[config.mk]
export PLATFORM = sky130hd
export DESIGN_NAME = hist_sample_ingress_flat
export DESIGN_NICKNAME = d
export VERILOG_FILES = /design/src/rtl/hist_pkg.sv /design/src/rtl/hist_sample_ingress_if.sv /design/src/rtl/hist_bin_fifo.sv /design/src/rtl/hist_sample_ingress.sv /design/src/flat_wrapper.sv
export SDC_FILE = /design/constraint.sdc
export NUM_CORES = 1
export LEC_CHECK = 0
export CAP_MARGIN = 20
export CORE_MARGIN = 2
export CORE_UTILIZATION = 35
export CTS_BUF_LIST = sky130_fd_sc_hd__clkbuf_16
export DETAILED_ROUTE_END_ITERATION = 8
export GPL_ROUTABILITY_DRIVEN = 0
export SLEW_MARGIN = 20
export SYNTH_ARGS = -nofsm -noshare
export SYNTH_HDL_FRONTEND = slang
export SYNTH_SLANG_ARGS = --single-unit
[constraint.sdc]
create_clock -name clk -period 3 [get_ports clk]
set_input_delay 0.6 -clock clk [delete_from_list [all_inputs] [get_ports clk]]
set_output_delay 0.6 -clock clk [all_outputs]
set_load 0.005 [all_outputs]
[src/rtl/hist_pkg.sv]
// Shared definitions for the histogramming datapath: default sizes, the bin
// index type and the sample-to-bin reduction used by ingress and increment.
package hist_pkg;

    localparam int DATA_W     = 8;
    localparam int BIN_W      = 5;
    localparam int FIFO_DEPTH = 4;
    localparam int LEVEL_W    = $clog2(FIFO_DEPTH) + 1;

    typedef logic [BIN_W-1:0]   bin_t;
    typedef logic [LEVEL_W-1:0] level_t;

    // A bin is the top BIN_W bits of the sample.
    function automatic bin_t sample_to_bin(input logic [DATA_W-1:0] sample);
        return sample[DATA_W-1 -: BIN_W];
    endfunction

endpackage

[src/rtl/hist_sample_ingress_if.sv]
// Bin stream from the ingress block to the bin-increment stage (valid/ready).
interface hist_sample_ingress_if;
    import hist_pkg::*;

    bin_t bin_out;
    logic bin_valid;
    logic bin_ready;

    modport master (
        output bin_out,
        output bin_valid,
        input  bin_ready
    );

    modport slave (
        input  bin_out,
        input  bin_valid,
        output bin_ready
    );

endinterface

[src/rtl/hist_bin_fifo.sv]
// Synchronous FIFO with a registered show-ahead head. The head register is
// refreshed from storage one cycle after an entry lands, so an entry written
// into an empty FIFO becomes visible on the following cycle (no pass-through).
// A push into a full FIFO is accepted only when a pop happens in the same cycle.
module hist_bin_fifo #(
    parameter  int WIDTH = 5,
    parameter  int DEPTH = 4,
    localparam int AW    = $clog2(DEPTH),
    localparam int LW    = AW + 1
) (
    input  logic             clk,
    input  logic             rst_n,
    input  logic             push,
    input  logic [WIDTH-1:0] push_data,
    input  logic             pop,
    output logic [WIDTH-1:0] head,
    output logic             head_valid,
    output logic             full,
    output logic [LW-1:0]    level
);

    logic [WIDTH-1:0] mem_q [DEPTH];
    logic [WIDTH-1:0] mem_d [DEPTH];
    logic [AW:0]      wr_ptr_q, wr_ptr_d;
    logic [AW:0]      rd_ptr_q, rd_ptr_d;
    logic [WIDTH-1:0] head_q, head_d;
    logic             head_valid_q, head_valid_d;
    logic [LW-1:0]    level_w;
    logic             do_push, do_pop;
    logic [AW-1:0]    rd_idx, rd_idx_nxt;

    assign level_w    = wr_ptr_q - rd_ptr_q;
    assign full       = (level_w == LW'(DEPTH));
    assign do_pop     = pop & head_valid_q;
    assign do_push    = push & (~full | do_pop);
    assign rd_idx     = rd_ptr_q[AW-1:0];
    assign rd_idx_nxt = rd_idx + AW'(1);

    assign head       = head_q;
    assign head_valid = head_valid_q;
    assign level      = level_w;

    // Next-state for storage, pointers and the registered head.
    always_comb begin
        mem_d = mem_q;
        if (do_push) begin
            mem_d[wr_ptr_q[AW-1:0]] = push_data;
        end
        wr_ptr_d     = wr_ptr_q + (AW+1)'(do_push);
        rd_ptr_d     = rd_ptr_q + (AW+1)'(do_pop);
        // Head reads storage as it was before this cycle's write.
        head_d       = do_pop ? mem_q[rd_idx_nxt] : mem_q[rd_idx];
        head_valid_d = ((level_w - LW'(do_pop)) != '0);
    end

    // State registers; reset discards every buffered entry.
    always_ff @(posedge clk or negedge rst_n) begin
        if (!rst_n) begin
            for (int i = 0; i < DEPTH; i++) begin
                mem_q[i] <= '0;
            end
            wr_ptr_q     <= '0;
            rd_ptr_q     <= '0;
            head_q       <= '0;
            head_valid_q <= 1'b0;
        end else begin
            mem_q        <= mem_d;
            wr_ptr_q     <= wr_ptr_d;
            rd_ptr_q     <= rd_ptr_d;
            head_q       <= head_d;
            head_valid_q <= head_valid_d;
        end
    end

endmodule

[src/rtl/hist_sample_ingress.sv]
// Histogram ingress: synchronises the asynchronous sample strobe, detects its
// rising edge, reduces the aligned sample to a bin index and buffers it for
// the bin-increment stage. Drops on a full FIFO set a sticky overflow flag.
// Optional build macro HIST_INGRESS_OVF_CNT_EN adds a saturating 8-bit count
// of dropped samples; without it ovf_count is constant zero.
module hist_sample_ingress
    import hist_pkg::*;
#(
    parameter int SYNC_STAGES = 2
) (
    input  logic                  clk,
    input  logic                  rst_n,
    input  logic                  ena,
    input  logic [DATA_W-1:0]     sample_in,
    input  logic                  strobe_in,
    hist_sample_ingress_if.master bin_if,
    output level_t                fifo_level,
    output logic                  overflow,
    input  logic                  clear_ovf,
    output logic [7:0]            ovf_count
);

    logic [SYNC_STAGES-1:0] sync_q, sync_d;
    bin_t                   samp_q [SYNC_STAGES];
    bin_t                   samp_d [SYNC_STAGES];
    logic                   edge_q, edge_d;
    logic                   overflow_q, overflow_d;

    logic push_req;
    logic pop;
    logic fifo_full;
    logic drop;
    bin_t head_bin;
    logic head_valid;

    // Strobe synchroniser and bin pipeline of matching depth, so the bin at
    // the end of the pipeline belongs to the edge being detected.
    always_comb begin
        sync_d    = {sync_q[SYNC_STAGES-2:0], strobe_in};
        samp_d[0] = sample_to_bin(sample_in);
        for (int i = 1; i < SYNC_STAGES; i++) begin
            samp_d[i] = samp_q[i-1];
        end
        edge_d = sync_q[SYNC_STAGES-1];
    end

    // Synchroniser, bin pipeline and edge registers. The edge register resets
    // low, so a strobe already high when reset releases yields one push.
    always_ff @(posedge clk or negedge rst_n) begin
        if (!rst_n) begin
            sync_q <= '0;
            for (int i = 0; i < SYNC_STAGES; i++) begin
                samp_q[i] <= '0;
            end
            edge_q <= 1'b0;
        end else begin
            sync_q <= sync_d;
            samp_q <= samp_d;
            edge_q <= edge_d;
        end
    end

    // Edges seen while disabled are discarded, not held for later.
    assign push_req = sync_q[SYNC_STAGES-1] & ~edge_q & ena;
    assign pop      = head_valid & bin_if.bin_ready;
    assign drop     = push_req & fifo_full & ~pop;

    hist_bin_fifo #(
        .WIDTH (BIN_W),
        .DEPTH (FIFO_DEPTH)
    ) u_fifo (
        .clk        (clk),
        .rst_n      (rst_n),
        .push       (push_req),
        .push_data  (samp_q[SYNC_STAGES-1]),
        .pop        (pop),
        .head       (head_bin),
        .head_valid (head_valid),
        .full       (fifo_full),
        .level      (fifo_level)
    );

    assign bin_if.bin_out   = head_bin;
    assign bin_if.bin_valid = head_valid;

    // Sticky overflow; a drop in the same cycle as a clear wins.
    always_comb begin
        overflow_d = overflow_q;
        if (clear_ovf) begin
            overflow_d = 1'b0;
        end
        if (drop) begin
            overflow_d = 1'b1;
        end
    end

    // Overflow flag register.
    always_ff @(posedge clk or negedge rst_n) begin
        if (!rst_n) begin
            overflow_q <= 1'b0;
        end else begin
            overflow_q <= overflow_d;
        end
    end

    assign overflow = overflow_q;

`ifdef HIST_INGRESS_OVF_CNT_EN
    logic [7:0] ovf_cnt_q, ovf_cnt_d;

    // Saturating drop counter; clear together with a drop loads one.
    always_comb begin
        ovf_cnt_d = ovf_cnt_q;
        if (clear_ovf) begin
            ovf_cnt_d = 8'd0;
        end
        if (drop) begin
            if (clear_ovf) begin
                ovf_cnt_d = 8'd1;
            end else if (ovf_cnt_q != 8'hFF) begin
                ovf_cnt_d = ovf_cnt_q + 8'd1;
            end
        end
    end

    // Drop counter register.
    always_ff @(posedge clk or negedge rst_n) begin
        if (!rst_n) begin
            ovf_cnt_q <= 8'd0;
        end else begin
            ovf_cnt_q <= ovf_cnt_d;
        end
    end

    assign ovf_count = ovf_cnt_q;
`else
    assign ovf_count = 8'd0;
`endif

endmodule
[src/flat_wrapper.sv]
// flat-port wrapper written by rule: the top's interface ports become plain ports
module hist_sample_ingress_flat import hist_pkg::*;
#(
    parameter int SYNC_STAGES = 2
)
  (clk, rst_n, ena, sample_in, strobe_in, fifo_level, overflow, clear_ovf, ovf_count, bin_if_bin_out, bin_if_bin_valid, bin_if_bin_ready);
  hist_sample_ingress_if bin_if_i ();
  input  logic clk;
  input  logic rst_n;
  input  logic ena;
  input  logic [DATA_W-1:0] sample_in;
  input  logic strobe_in;
  output level_t fifo_level;
  output logic overflow;
  input  logic clear_ovf;
  output logic [7:0] ovf_count;
  output wire logic [$bits(bin_if_i.bin_out)-1:0] bin_if_bin_out;
  output wire logic [$bits(bin_if_i.bin_valid)-1:0] bin_if_bin_valid;
  input wire logic [$bits(bin_if_i.bin_ready)-1:0] bin_if_bin_ready;
  assign bin_if_bin_out = bin_if_i.bin_out;
  assign bin_if_bin_valid = bin_if_i.bin_valid;
  assign bin_if_i.bin_ready = bin_if_bin_ready;
  hist_sample_ingress #(.SYNC_STAGES(SYNC_STAGES)) u_core (.clk(clk), .rst_n(rst_n), .ena(ena), .sample_in(sample_in), .strobe_in(strobe_in), .bin_if(bin_if_i), .fifo_level(fifo_level), .overflow(overflow), .clear_ovf(clear_ovf), .ovf_count(ovf_count));
endmodule
[Word-level counts from Yosys, hierarchy flattened]
Cells that the tools add are included.
Word-level totals
  register bits: 46
  input bits: 14
  output and inout port bits: 18
Operators by class
  add/sub/neg operators: 5
  order comparisons: 4
  equal/unequal tests: 1
  mux-type cells: 12
  bitwise gates (word level): 14
  reduce and logical (&&, ||, !) cells: 3
Operators with widths (number)
  5-bit two-way mux: 6
  5-bit binary-select mux with 2-bit select: 2
  20-bit bitwise mux: 1
  5-bit demux with 2-bit select: 1
  3-bit greater-or-equal comparator (second input constant): 3
  2-bit inverter with 3-bit output: 3
  1-bit bitwise AND: 7
  3-bit by 1-bit adder with 3-bit output: 2
  3-bit equality test (second input constant): 1
  3-bit by 1-bit < comparator with 1-bit output (second input constant): 1
  1-bit inverter: 3
  3-bit nonzero test: 1
  3-bit by 1-bit subtractor with 3-bit output: 1
  3-bit subtractor: 1
  2-bit by 1-bit adder with 2-bit output (second input constant): 1
  1-bit two-way mux: 2
  2-bit nonzero test: 1
  1-bit logical AND: 1
  1-bit OR: 1

[Longest topological paths before layout]
Gate-level depths: netlist of the first run.
  depth in word-level cells: 6
  gate-level depth with buffers: 8
  depth with buffers taken out: 8

[By module]
Synthesis of the first run repeated with hierarchy kept, for this count alone.
Second synthesis, totals
  cells, all modules: 163
  area total of the unflattened synthesis: 2048.2 µm²
Modules (own cells, without submodules)
  hist_bin_fifo: instances 1, cells an instance 135, area each 1604.0 µm², sequential area each 800.8 µm²
  hist_sample_ingress: instances 1, cells an instance 28, area each 444.2 µm², sequential area each 350.3 µm²

[Worst setup path after synthesis of the first run]
Ideal clock, no wire load.
  path kind: reg2reg
  start point: register u_core.u_fifo.wr_ptr_q[0]
  end point: register u_core.u_fifo.mem_q[6] in the netlist's numbering
  setup time: 0.128 ns
  arrival: 2.278 ns
  required time: 2.872 ns
  setup slack: 0.594 ns
  stages on the path, launching flop included: 8
  path buffers: 0
  period minus slack after synthesis: 2.406 ns
  cell sequence: dfrtp_1 inv_1 ha_1 fa_1 xor3_2 a41oi_4 nand3_2 mux2_1
RTL lines
  start, declared: line hist_bin_fifo.sv:24  | logic [AW:0] wr_ptr_q, wr_ptr_d;
  start signal, assigned: line hist_bin_fifo.sv:68  | wr_ptr_q <= wr_ptr_d;
  3-bit subtractor: line hist_bin_fifo.sv:32  | assign level_w = wr_ptr_q - rd_ptr_q;
  net fifo_level[2]: line flat_wrapper.sv:13  | output level_t fifo_level;
  3-bit equality test: line hist_bin_fifo.sv:33  | assign full = (level_w == LW'(DEPTH));
  1-bit inverter: line hist_bin_fifo.sv:35  | assign do_push = push & (~full | do_pop);
  1-bit OR: line hist_bin_fifo.sv:35
  1-bit bitwise AND: line hist_bin_fifo.sv:35
  end signal, assigned: line hist_bin_fifo.sv:67  | mem_q <= mem_d;
  end, declared: line hist_bin_fifo.sv:22  | logic [WIDTH-1:0] mem_q [DEPTH];
The timed path passes the listed nets, and every way through them passes these cells.
A chain may end at the register's enable or synchronous reset.

[Final worst setup path of the first run]
  start point: register u_core.u_fifo.wr_ptr_q[0]
  end point: output fifo_level[2]
Between the ends
  word-level cells in the longest chain between the ends: 1
Ends and longest elaborated chain (line)
  3-bit subtractor: hist_bin_fifo.sv:32
  end, declared: flat_wrapper.sv:13
No other way between the ends.

==> results.yml, run 1 <==
run_status:
  status: "finished, final reports clean"
power:
  vdd_drop_max_uv: 312
  p_total_mw: 2.67
  p_int_mw: 1.82
  switching_share_pct: 31.6
  pwr-share-comb_pct: 40.5
  p_clk_share_pct: 22.6
  power_per_cell_area_mw_per_mm2: 1100
  power.switching_uw: 843
  p_seq_share_pct: 37.0
  leakagePower_nw: 1.08
floorplan:
  ios: 32
  die_area_mm2: 0.00640
  initial_core_util_pct: 36.5
  die_x_um: 80.0
  die_h_um: 80.0
  rows: 27
  core_region_area_mm2: 0.00554
synthesis:
  synthArstFlopShare_pct: 100
  seq_area_frac_synth_pct: 57.0
  ys_types: 32
  netlist_area_mm2: 0.00202
  dominantRegCellSynth: "dfrtp_1"
  synthCells: 150
  synth_area_per_cell_um2: 13.5
  yosysWarnings: 0
  synth_edf_count: 0
  ys_ff_latch: 46
final_layout:
  layout_common_cells: "dfrtp_1, mux2_2, clkdlybuf4s50_1"
  layout-drive-gt1-share_pct: 20.8
  num_antenna_cells: 0
  fin_cells: 245
  final_util_pct: 43.9
  final_nets: 193
  area_growth_pct: 20.4
  final_area_mm2: 0.00243
  final_common_cell: "dfrtp_1"
global_route:
  grt_pass1_wl_um: 5530
  grt_pass1_vias: 1126
  grt_max_degree: 47
  grt-ovfl-total: 0
  antenna_found_initial: 0
  grt_use_total_pct: 11.5
routing:
  drc_errors: 0
  wl_per_cell_um: 13.0
  ant_nets: 0
  drt-initial-drc-count: 40
  first_pass_iters: 4
  finalWirelength_um: 3180
  vias: 1183
  vias_per_cell: 4.83
clocking:
  cts_setup_buffers: 0
  cts.htree.levels: 2
  cts_root_buf: "clkbuf_16"
  cts_hold_buf: 0
  cts_tree: "yes"
  cts_resized: 0
  cts_made_buffers: 5
  clk_latency_ns: 0.28
  clockBufferDepth: 2
  clk_pin_slew_worst_paths_ns: 0.06
  clock-sinks: 46
timing:
  hold_viol: 0
  relSlewSlack_pct: 60.2
  period_share_pct: 94.7
  rsz0062_at_grt: "false"
  period_needed_ns: 2.84
  fmax_mhz: 352
  setup_tns_ns: 0
  fin_skew_ns: 0.00489
  setup_viol: 0
  worstMarginPinSlew_ns: 0.596
  setup_ws_ns: 0.159
  drv_slew: 0
  fin_hold_ws_ns: 0.309
worst_setup_path:
  worst-setup-path-type: "flop to primary output"
  startpoint_type: "flop"
  worst_path_max_delay_cell: "clkdlybuf4s50_1"
  cp.arrival_ns: 2.24
  endpoint_kind: "primary output"
  slowest_delay_ns: 0.53
  crit_chain: "inv_1 > ha_1 > fa_1 > xor3_2 > clkdlybuf4s50_1"
  crit_fanout: 4
  worstPathRequired_ns: 2.40
placed_design:
  placed_area_mm2: 0.00226
  pre_cts_ws_ns: 0.271
  dp_hpwl_um: 2320
  dp_cells: 237
  placement.io_buffers: 20
flow_run:
  drv_cap: 0
min_path:
  worstHoldPathType: "input pin to asynchronous set/reset pin"
area by class of cell:
cell class                      count  area (µm²)
Sequential cell                    46        1150
Tap cell                           72        90.1
Inverter                            7        26.3
Clock buffer                        5         125
Multi-Input combinational cell     90         787
Timing Repair Buffer               22         213
Clock inverter                      3        41.3
Fill cell                         516        3110
sequential cells by signal, summed over array words and instances (netlist names), 2 cells and up:
signal,flops
u_core.samp_d,5
u_core.u_fifo.rd_ptr_q,3
u_core.u_fifo.wr_ptr_q,3
u_core.u_fifo.mem_q,20
u_core.samp_q,5
u_core.u_fifo.head,5
u_core.sync_q,2
critical path: cells and delay by family, from the launching register on:
kind	cells	cell delay (ns)
flip-flops	1	0.41
XOR/XNOR	1	0.30
buffers and inverters	2	0.64
adder cells (fa/ha/maj)	2	0.60
synth_stat cells, types with 4 or more instances:
cell | n | area share [%]
clkbuf_1 | 5 | 0.93
buf_4 | 8 | 3.0
mux2i_1 | 4 | 2.0
nor3_1 | 4 | 0.99
o31ai_1 | 4 | 1.5
inv_1 | 7 | 1.3
nand3_2 | 4 | 2.0
o211ai_1 | 4 | 1.5
mux2_2 | 20 | 11
nand3b_1 | 5 | 1.9
ha_1 | 6 | 3.7
a211o_1 | 4 | 1.7
a22oi_1 | 4 | 1.5
nand2_1 | 5 | 0.93
dfrtp_1 | 46 | 57
cells by family after synthesis:
group,count (synthesis),share of synthesized area [%]
flip-flops,46,57.0
adder cells (fa/ha/maj),7,4.71
AND/OR/NAND/NOR,23,7.18
other,1,0.186
multiplexers,25,13.7
buffers and inverters,21,5.39
XOR/XNOR,4,2.54
AO/OA/AOI/OAI,23,9.35
per-layer routing:
metal,share of wire (%),track usage (%),vias up
met2,48,17.9,33
met5,0,0,-
met4,2.1,5.08,0
li1,-,-,564
met1,46,14.9,581
met3,3.9,3.05,5
power by group through the flow:
stage | Clock, mW | Sequential (mW) | Combinational (mW)
finish | 0.602 | 0.986 | 1.08
global route | 0.644 | 1.02 | 1.20
CTS | 0.624 | 0.987 | 1.09
detailed placement | 0 | 0.997 | 1.09
global placement | 0 | 0.986 | 1.03
floorplan | 0 | 0.970 | 0.731
path summary, 6_finish.rpt:
path / from / end / slack [ns] / depth (start not counted)
worst max-delay path: u_core.u_fifo.wr_ptr_q[0] / fifo_level[2] / 0.16 / 5
worst min-delay path: rst_n / u_core.sync_q[0] / 0.31 / 1
worst max register to register: u_core.u_fifo.wr_ptr_q[0] / u_core.u_fifo.mem_q[6] / 0.56 / 7
worst min register to register: u_core.sync_q[0] / u_core.sync_q[1] / 0.35 / 0
max in group asynchronous: rst_n / u_core.u_fifo.rd_ptr_q[0] / 2.30 / 1
min in group clk: u_core.sync_q[0] / u_core.sync_q[1] / 0.35 / 0
(Power assumes the default switching activity.)
==> inputs of run 2 (changes only) <==
SLEW_MARGIN = default   (was 20)
==> results.yml, run 2 (synthesis results as in run 1) <==
run_status:
  status: "finished, final reports clean"
routing:
  drt-initial-drc-count: 41
  vias_per_cell: 4.82
  ant_nets: 0
  vias: 1186
  first_pass_iters: 4
  finalWirelength_um: 3210
  wl_per_cell_um: 13.1
  drc_errors: 0
worst_setup_path:
  worstPathRequired_ns: 2.40
  reg2reg_to: "u_core.u_fifo.mem_q[6]"
  worst-setup-path-type: "flop to primary output"
  worstReg2RegStart: "u_core.u_fifo.wr_ptr_q[0]"
  crit_start: "u_core.u_fifo.wr_ptr_q[0]"
  crit_chain: "inv_1 > ha_1 > fa_1 > xor3_2 > clkdlybuf4s50_1"
  cp.arrival_ns: 2.24
  slowest_delay_ns: 0.53
  crit_fanout: 4
  endpoint_kind: "primary output"
  rr_worst_depth: 7
  r2r_slack_ns: 0.56
  startpoint_type: "flop"
  worst_path_max_delay_cell: "clkdlybuf4s50_1"
timing:
  fin_skew_ns: 0.00458
  drv_slew: 0
  fmax_mhz: 352
  relSlewSlack_pct: 59.8
  worstMarginPinSlew_ns: 0.602
  period_share_pct: 94.7
  rsz0062_at_grt: "false"
  setup_ws_ns: 0.159
  hold_viol: 0
  setup_viol: 0
  setup_tns_ns: 0
  period_needed_ns: 2.84
power:
  p_seq_share_pct: 36.9
  switching_share_pct: 31.6
  p_clk_share_pct: 22.5
  vdd_drop_max_uv: 318
  power_per_cell_area_mw_per_mm2: 1090
  p_int_mw: 1.83
  pwr-share-comb_pct: 40.5
  power.switching_uw: 845
  p_total_mw: 2.67
  leakagePower_nw: 1.09
global_route:
  grt_pass1_vias: 1126
  grt.met3_usage_pct: 3.05
  met2_usage_pct: 17.9
  grt-ovfl-total: 0
  antenna_found_initial: 0
  grt_use_total_pct: 11.5
  use_met1_pct: 14.9
  busiest_layer: "met2"
  grt_pass1_wl_um: 5530
  grt_max_degree: 47
min_path:
  worstHoldPathType: "input pin to asynchronous set/reset pin"
floorplan:
  die_area_mm2: 0.00640
  rows: 27
  die_h_um: 80.0
  ios: 32
  initial_core_util_pct: 36.5
  core_region_area_mm2: 0.00554
  die_x_um: 80.0
final_layout:
  num_antenna_cells: 0
  largest_reg_flops: 20
  layout-drive-gt1-share_pct: 21.3
  final_util_pct: 44.2
  final_common_cell: "dfrtp_1"
  layout_common_cells: "dfrtp_1, mux2_2, clkdlybuf4s50_1"
  fill_cells: 513
  final_nets: 194
  area_growth_pct: 21.3
  largest_register: "u_core.u_fifo.mem_q"
clocking:
  cts.htree.levels: 2
  clock-sinks: 46
  cts_root_buf: "clkbuf_16"
  cts_tree: "yes"
  clk_latency_ns: 0.28
  cts_setup_buffers: 0
  cts_made_buffers: 5
  clockBufferDepth: 2
  clk_pin_slew_worst_paths_ns: 0.06
flow_run:
  drv_cap: 0
placed_design:
  dp_hpwl_um: 2320
  placement.io_buffers: 20
  pre_cts_ws_ns: 0.271
## run 2: cell types whose count changed in the layout (fill, tap and decap cells not counted)
cell	delta
buf_12	+1
buf_2	+1
buf_4	-1
## run 2: critical path, delay by kind of cell, from the launching register on
family	cells	cell delay, ns
adders and majority gates	2	0.60
xor gates and xnor gates	1	0.30
buffers and inverters	2	0.64
DFF	1	0.41
## run 2: worst max path at each step
stage | end | slack (ns) | cells past startpoint
after global routing | fifo_level[2] | 0.06 | 5
after detailed placement | fifo_level[2] | 0.27 | 5
after global placement | fifo_level[2] | 0.34 | 5
final | fifo_level[2] | 0.16 | 5
after CTS | fifo_level[2] | 0.14 | 5
after floorplan | u_core.u_fifo.mem_q[6] | 0.59 | 7
## run 2: power groups by stage
stage | registers [mW] | logic, mW | clock network [mW]
6_report | 0.986 | 1.08 | 0.602
5_1_grt | 1.02 | 1.20 | 0.644
4_1_cts | 0.987 | 1.09 | 0.624
3_5_place_dp | 0.997 | 1.09 | 0
3_3_place_gp | 0.986 | 1.03 | 0
2_1_floorplan | 0.970 | 0.731 | 0
## run 2: timing repair
item | in CTS | in global routing
resized for setup | 0 | 0
hold endpoints to repair | 0 | 0
endpoints found under the setup margin | 1 | 0
hold buffers | 0 | 0
## run 2: layout make-up
type / instances / area, µm² / share of cell area [%]
Clock buffer: 5 / 125 / 5.10
Sequential cell: 46 / 1150 / 47.0
Inverter: 7 / 26.3 / 1.07
Timing Repair Buffer: 23 / 230 / 9.39
Tap cell: 72 / 90.1 / 3.68
Clock inverter: 3 / 41.3 / 1.68
Multi-Input combinational cell: 90 / 787 / 32.1
## run 2: layer usage
| metal | routed length (µm) | vias to the layer above |
|---|---|---|
| met3 | 123 | 5 |
| met4 | 68 | 0 |
| li1 | - | 565 |
| met5 | 0 | - |
| met2 | 1540 | 29 |
| met1 | 1490 | 587 |
## run 2: metrics by stage
stage,instance area [µm²],hold WS (ns),std cells
3_5_place_dp,2260,0.336,237
6_report,2450,0.185,246
2_1_floorplan,2050,0.304,157
4_1_cts,2430,0.350,245
5_1_grt,2450,0.197,246
3_3_place_gp,2260,0.332,237
==> inputs of run 3 (changes only) <==
ABC_AREA = 1   (was default)
clock period = 2.89 ns   (was 3 ns; I/O delays follow)
==> results.yml, run 3 <==
timing:
  hold_viol: 0
  setup_ws_ns: 0.163
  worstMarginPinSlew_ns: 0.548
  fin_skew_ns: 0.00593
  fmax_mhz: 367
  period_needed_ns: 2.73
  rsz0062_at_grt: "false"
  setup_viol: 0
  drv_slew: 0
  period_share_pct: 94.4
  relSlewSlack_pct: 63.5
  setup_tns_ns: 0
worst_setup_path:
  crit_fanout: 5
  startpoint_type: "flop"
  worst-setup-path-type: "flop to primary output"
  cp.arrival_ns: 2.15
  worstPathRequired_ns: 2.31
  endpoint_kind: "primary output"
floorplan:
  core_region_area_mm2: 0.00631
  ios: 32
  die_h_um: 84.4
  initial_core_util_pct: 35.9
  die_area_mm2: 0.00713
  rows: 29
  die_x_um: 84.4
clocking:
  clockBufferDepth: 2
  cts_hold_buf: 0
  clk_pin_slew_worst_paths_ns: 0.06
  cts_tree: "yes"
  clock-sinks: 46
  cts_root_buf: "clkbuf_16"
  cts_made_buffers: 5
  clk_latency_ns: 0.29
  cts.htree.levels: 2
run_status:
  status: "finished, final reports clean"
global_route:
  antenna_found_initial: 0
  grt_pass1_vias: 1613
  grt-ovfl-total: 0
  grt_max_degree: 28
  grt_use_total_pct: 13.3
  grt_pass1_wl_um: 7690
final_layout:
  largest_register: "u_core.u_fifo.mem_q"
  final_common_cell: "nand2_1"
  fill_cells: 646
  area_growth_pct: 18.0
  final_nets: 295
  num_antenna_cells: 0
  largest_reg_flops: 20
  layout_common_cells: "nand2_1, dfrtp_1, inv_1, nand4_1, clkdlybuf4s50_1"
  layout-drive-gt1-share_pct: 13.1
synthesis:
  synthCells: 250
  synth_area_per_cell_um2: 9.06
  ys_ff_latch: 46
  yosysMostFrequentCell: "nand2_1"
  synth.area.top_cells: "dfrtp_1, nand2_1, nand4_1"
  synthArstFlopShare_pct: 100
  netlist_area_mm2: 0.00226
  yosysWarnings: 0
  ys_top_cells_by_count: "nand2_1, dfrtp_1, inv_1, nand4_1, a21oi_1"
  synth_edf_count: 0
  synth_top_area_share_pct: 50.8
  synth_top_area_cell: "dfrtp_1"
  seq_area_frac_synth_pct: 50.8
  ys_types: 25
  dominantRegCellSynth: "dfrtp_1"
routing:
  vias_per_cell: 4.86
  vias: 1711
  first_pass_iters: 4
  wl_per_cell_um: 12.3
  drt-initial-drc-count: 112
  finalWirelength_um: 4320
  drc_errors: 0
  ant_nets: 0
power:
  power_per_cell_area_mw_per_mm2: 1120
  leakagePower_nw: 1.30
  vdd_drop_max_uv: 429
flow_run:
  drv_cap: 0
placed_design:
  dp_hpwl_um: 3150
  pre_cts_ws_ns: 0.349
  placement.io_buffers: 20
min_path:
  worstHoldPathType: "input pin to asynchronous set/reset pin"
[run 3: cells by family (layout without fill, tap and decap cells)]
logic type                 after synthesis  count (layout)  share of synthesized area, %
AOI/OAI and AO/OA                       35              35                          8.18
xor gates and xnor gates                 2               2                         0.774
adders and majority gates                7               7                          4.20
buffers and inverters                   41              59                          9.78
DFF                                     46              46                          50.8
other                                    1               8                         0.166
and+or+nand+nor                        118             118                          26.1
[run 3: through the flow]
step	utilization [%]	hold WS (ns)	power (mW)	cells	cell area [µm²]
2_1_floorplan	-	0.282	1.97	257	2290
3_3_place_gp	39.5	0.332	2.31	343	2490
3_5_place_dp	39.5	0.335	2.35	343	2490
4_1_cts	42.1	0.297	3.00	351	2660
5_1_grt	42.3	0.323	3.27	352	2670
6_report	42.3	0.273	3.00	352	2670
[run 3: routing by layer]
layer | wire length, µm | global-route usage, % | part of all wire, % | vias to the layer above
met4 | 15 | 3.46 | 0.35 | 0
li1 | - | - | - | 859
met3 | 178 | 3.54 | 4.1 | 2
met2 | 2020 | 20.5 | 47 | 31
met5 | 0 | 0 | 0 | -
met1 | 2100 | 18.7 | 49 | 819
[run 3: worst max-delay path, stage by stage, from the launching register on]
cell and delay, ns:
dfrtp_2 0.39, inv_1 0.07, ha_1 0.21, fa_2 0.36, inv_1 0.10, nand3_1 0.10
nand2_1 0.12, clkdlybuf4s50_1 0.52
[run 3: cell type report]
class / count / area (µm²) / share of cell area (%)
repair buffers: 26 / 240 / 8.99
multi-input cells: 170 / 921 / 34.5
flip-flops and latches: 46 / 1150 / 43.1
well taps: 77 / 96.3 / 3.61
clock buffers: 5 / 125 / 4.68
inverters: 25 / 96.3 / 3.61
clock inverters: 3 / 40.0 / 1.50
[run 3: path summary, 6_finish.rpt]
path                                            from                        end  slack (ns)  cells after the start
max                        u_core.u_fifo.wr_ptr_q[0]              fifo_level[2]        0.16                      7
min                                            rst_n           u_core.sync_q[0]        0.27                      1
max reg2reg                u_core.u_fifo.wr_ptr_q[0]  u_core.u_fifo.wr_ptr_q[2]        0.63                     11
min reg2reg                         u_core.samp_d[0]           u_core.samp_q[0]        0.35                      0
max in group asynchronous                      rst_n  u_core.u_fifo.wr_ptr_q[0]        1.91                      2
min in group clk                    u_core.samp_d[0]           u_core.samp_q[0]        0.35                      0
[run 3: repair_timing]
| item | CTS | global route |
|---|---|---|
| buffers inserted | 0 | 1 |
| hold endpoints to repair | 0 | 0 |
| resized for setup | 0 | 2 |
| endpoints found under the setup margin | 0 | 1 |
[run 3: where the power goes]
part / internal (mW) / switching (mW) / leakage, nW / total (mW)
sequential: 0.871 / 0.169 / 0.559 / 1.04
clock: 0.404 / 0.231 / 0.0836 / 0.635
combinational: 0.559 / 0.761 / 0.659 / 1.32
total: 1.83 / 1.16 / 1.30 / 3.00
